<file path="src/rtl/man_encoding_slave.sv">
// Slave-side Manchester transmitter: sends a 7-bit response frame (S, D0..D3, P, E)
// after a programmable pause, gating the line driver through tx_en.
module man_encoding_slave #(
   parameter int unsigned HALF_BIT   = 36,
   parameter int unsigned RESP_DELAY = 144,
   parameter bit          IDLE_LEVEL = 1'b1
) (
   input  logic       clk_in,
   input  logic       rst,
   input  logic       start,
   input  logic [3:0] data,
   output logic       manchester_out,
   output logic       tx_en,
   output logic       busy,
   output logic       done
);

   localparam int unsigned CntMax = (RESP_DELAY > HALF_BIT) ? RESP_DELAY : HALF_BIT;
   localparam int unsigned CntW   = (CntMax > 1) ? $clog2(CntMax) : 1;

   localparam logic [1:0] StIdle  = 2'd0;
   localparam logic [1:0] StDelay = 2'd1;
   localparam logic [1:0] StSend  = 2'd2;
   localparam logic [1:0] StDone  = 2'd3;

   logic [1:0]      state_q, state_d;
   logic [CntW-1:0] cnt_q, cnt_d;
   logic [3:0]      hidx_q, hidx_d;
   logic [13:0]     halves_q, halves_d;
   logic            out_q, out_d;
   logic            tx_en_q, tx_en_d;
   logic            busy_q, busy_d;
   logic            done_q, done_d;

   logic [6:0]      frame;
   logic [13:0]     pattern;

   // Half-bit sequence in line order: bit i becomes {~b, b} at halves 2i, 2i+1.
   always_comb begin
      frame   = {1'b1, ^data, data, 1'b0};
      pattern = '0;
      for (int i = 0; i < 7; i++) begin
         pattern[2*i]   = ~frame[i];
         pattern[2*i+1] = frame[i];
      end
   end

   always_comb begin
      state_d  = state_q;
      cnt_d    = cnt_q;
      hidx_d   = hidx_q;
      halves_d = halves_q;
      out_d    = out_q;
      tx_en_d  = tx_en_q;
      busy_d   = busy_q;
      done_d   = 1'b0;
      unique case (state_q)
         StIdle: begin
            if (start) begin
               halves_d = pattern;
               busy_d   = 1'b1;
               cnt_d    = '0;
               state_d  = (RESP_DELAY == 0) ? StSend : StDelay;
            end
         end
         StDelay: begin
            if (cnt_q == CntW'(RESP_DELAY - 1)) begin
               cnt_d   = '0;
               state_d = StSend;
            end else begin
               cnt_d = cnt_q + CntW'(1);
            end
         end
         StSend: begin
            // First SEND cycle only puts half 0 on the line.
            if (!tx_en_q) begin
               tx_en_d = 1'b1;
               out_d   = halves_q[0];
               cnt_d   = '0;
               hidx_d  = '0;
            end else if (cnt_q == CntW'(HALF_BIT - 1)) begin
               cnt_d = '0;
               if (hidx_q == 4'd13) begin
                  state_d = StDone;
                  tx_en_d = 1'b0;
                  out_d   = IDLE_LEVEL;
                  busy_d  = 1'b0;
                  done_d  = 1'b1;
                  hidx_d  = '0;
               end else begin
                  hidx_d   = hidx_q + 4'd1;
                  halves_d = {1'b0, halves_q[13:1]};
                  out_d    = halves_q[1];
               end
            end else begin
               cnt_d = cnt_q + CntW'(1);
            end
         end
         StDone: begin
            state_d = StIdle;
         end
         default: begin
            state_d = StIdle;
         end
      endcase
   end

   always_ff @(posedge clk_in) begin
      if (rst) begin
         state_q  <= StIdle;
         cnt_q    <= '0;
         hidx_q   <= '0;
         halves_q <= '0;
         out_q    <= IDLE_LEVEL;
         tx_en_q  <= 1'b0;
         busy_q   <= 1'b0;
         done_q   <= 1'b0;
      end else begin
         state_q  <= state_d;
         cnt_q    <= cnt_d;
         hidx_q   <= hidx_d;
         halves_q <= halves_d;
         out_q    <= out_d;
         tx_en_q  <= tx_en_d;
         busy_q   <= busy_d;
         done_q   <= done_d;
      end
   end

   assign manchester_out = out_q;
   assign tx_en          = tx_en_q;
   assign busy           = busy_q;
   assign done           = done_q;

endmodule

</file>
<file path="config.mk">
export PLATFORM = sky130hd
export DESIGN_NAME = man_encoding_slave
export DESIGN_NICKNAME = d
export VERILOG_FILES = /design/src/rtl/man_encoding_slave.sv
export SDC_FILE = /design/constraint.sdc
export NUM_CORES = 1
export LEC_CHECK = 0
export ABC_AREA = 0
export CAP_MARGIN = 10
export CORE_MARGIN = 1
export CORE_UTILIZATION = 30
export CTS_CLUSTER_DIAMETER = 60
export DETAILED_ROUTE_END_ITERATION = 7
export SETUP_SLACK_MARGIN = 0.1
export SLEW_MARGIN = 15
export SYNTH_ARGS = -nofsm -noshare
export SYNTH_HDL_FRONTEND = slang
export SYNTH_SLANG_ARGS = --single-unit
</file>
<file path="constraint.sdc">
create_clock -name clk_in -period 6.3 [get_ports clk_in]
set_input_delay 0.945 -clock clk_in [delete_from_list [all_inputs] [get_ports clk_in]]
set_output_delay 0.945 -clock clk_in [all_outputs]
set_load 0.1 [all_outputs]
</file>
==> flow_metrics.tcl <==
set metrics [dict create \
    cts_max_level 2 \
    synth_warnings 0 \
    syn_inst 207 \
    first_pass_iters 4 \
    num_vias 1505 \
    min_path_type "reg2reg" \
    finalCritPeriodShare_pct 48.74 \
    slowest_delay_ns 1.22 \
    grt.total_usage_pct 13.02 \
    fmaxAchievable_mhz 325.7 \
    num_rows 27 \
    start_util_pct 31.37 \
    max_slew.worst_pin.slew_ns 0.9727 \
    netlist_area_um2 1738 \
    final_hold_viol_count 0 \
    final_net_count 231 \
    drv_cap 0 \
    worst-path-buf-inv 1 \
    antenna_left 0 \
    cts_root_buffer "clkbuf_8" \
    synth_top_area_share_pct 36.86 \
    clock_path_buffers 2 \
    syn_nets 222 \
    path_delay_family "buffers and inverters" \
    route.detailed.drc 0 \
    globalplace.congestion 0.7377 \
    async_flop_share_pct 0 \
    dieArea_um2 6101 \
    synth_edf_count 0 \
    ys.flop_type "dfxtp_1" \
    skew_ns 0.008817 \
    clk_pin_slew_ns 0.08 \
    arrival_ns 2.13 \
    grt_pass1_wl_um 6354 \
    endpoint_kind "output port" \
    place_ws_ns 3.554 \
    slew-limit-headroom_pct 35.15 \
    fillers 591 \
    drive_above_1_share_pct 8.295 \
    slowest_stage "clkdlybuf4s50_1" \
    syn2layout_area_growth_pct 15.41 \
    ff_latch_area_um2 640.6 \
    yosysTopAreaCell "dfxtp_1" \
    crit_type "reg2out" \
    finalPower_mw 0.8396 \
    hold_ws_ns 0.4690 \
    cts_sinks 32 \
    overflow 0 \
    routed_wl_um 3560 \
    outcome "finished clean" \
    post_cts_buffers 0 \
    grt_max_degree 34 \
    insertedDiodeCount 0 \
    post-route-min-period_ns 3.070 \
    multi_input_area_um2 1018 \
    clk_latency_ns 0.29 \
    cts_hold_buffers 0 \
    finalWorstSetupSlack_ns 3.230 \
    drtIter0Drc 79 \
    coreArea_um2 5540 \
    post_dp_cell_area_um2 1894 \
    yosysMostFrequentCell "dfxtp_1" \
    ys_ff_latch 32 \
    path_cells "clkdlybuf4s50_1" \
    yosysUniqueCellTypes 43 \
    ys_top_cells_by_count "dfxtp_1 (32), nor2_1 (31), nand2_1 (16)" \
    stdcell_area_um2 2006 \
    synthTopCellsByArea "dfxtp_1 (37%), nor2_1 (6.7%), ha_1 (5.8%), mux2i_1 (5.8%), a21oi_1 (4.3%)" \
    die_h_um 78.11 \
    p_leak_nw 0.7054 \
    ir_drop_v 0.0001417 \
    slew_violations 0 \
    avgViaCountPerCell 5.208 \
    setup_tns_ns 0 \
    power.density_nw_per_um2 418.6 \
    hpwl_um 2459 \
    first_global_vias 1413 \
    rsz0062_at_grt "no" \
    cp.required_ns 5.35 \
    cts-resized-gates 0 \
    cts_tree "built" \
    setup_violations 0 \
    critPathLaunchType "register" \
    path_max_fanout 16 \
    io-pin-count 11 \
    numPortBuffers 10 \
    cts_made_buffers 5 \
    die_width_um 78.11 \
    yosysSeqAreaShare_pct 36.86 \
    routedWlPerCell_um 12.32 \
    antenna_found_initial 0 \
    syn_avg_cell_area_um2 8.396 \
]
## worst register-to-register path: stages, from the launching register on
cell      delay, ns
dfxtp_1        0.34
inv_1          0.11
ha_1           0.81
nand2_1        0.22
o21bai_1       0.29
a211oi_1       0.53
nand2_1        0.15
o31ai_1        0.22
## cell usage in the layout, fill, tap and decap left out, types with 2 or more instances in the layout
cell	count
dfxtp_1	32
nor2_1	31
nand2_1	16
a21oi_1	15
inv_1	10
mux2i_1	10
clkdlybuf4s50_1	10
nand3_1	9
ha_1	8
o21ai_0	7
a31oi_1	5
clkbuf_8	5
nand2b_1	4
and3_1	4
a211oi_2	4
a211oi_1	3
nor4_1	3
o21a_1	3
a311oi_1	3
o31ai_1	2
nand4b_1	2
a22oi_1	2
o32ai_1	2
nand4_1	2
xnor2_1	2
a32oi_1	2
## where the power goes
part	switching, mW	leakage [nW]	internal, mW	total (mW)
combinational	0.232	0.390	0.124	0.356
clock	0.0827	0.0541	0.117	0.200
sequential	0.0342	0.261	0.250	0.284
## layer usage
metal  vias up  track usage, %  routed length [um]
li1        770               -                   -
met1       698           17.65                1780
met2        32           19.39                1571
met3         5           3.488                 165
met4         0           5.370                  43
met5         -               0                   0
## logic make-up after synthesis
kind of cell	Yosys count	share of synthesized area (%)
AOI/OAI and AO/OA	57	23.69
xor gates and xnor gates	3	1.512
adders and majority gates	8	5.760
buffers and inverters	19	4.536
DFF	32	36.86
muxes	10	5.760
and+or+nand+nor	78	21.89
## final timing paths
check | from | to | slack (ns) | depth (start not counted)
min reg2reg | halves_q[11] | halves_q[11] | 0.47 | 2
min | halves_q[11] | halves_q[11] | 0.47 | 2
max reg2reg | state_q[0] | cnt_q[3] | 3.56 | 7
max | tx_en | tx_en | 3.23 | 1
## per-stage QoR
step	std cells	util (%)
6_report	289	36.20
3_3_place_gp	281	34.19
4_1_cts	289	36.20
3_5_place_dp	281	34.19
5_1_grt	289	36.20
2_1_floorplan	207	-
## sequential cells by signal, indices dropped and copies added, names as in the netlist
name / flops
cnt_q: 8
state_q: 2
manchester_out: 1
done: 1
halves_q: 14
hidx_q: 4
busy: 1
tx_en: 1
## cell type report
class | count | area share, %
multi-input cells | 156 | 50.78
flip-flops and latches | 32 | 31.94
repair buffers | 11 | 5.365
well taps | 72 | 4.492
clock buffers | 5 | 3.431
clock inverters | 3 | 2.121
inverters | 10 | 1.871
Note: power is estimated with default switching activity, not from simulation.
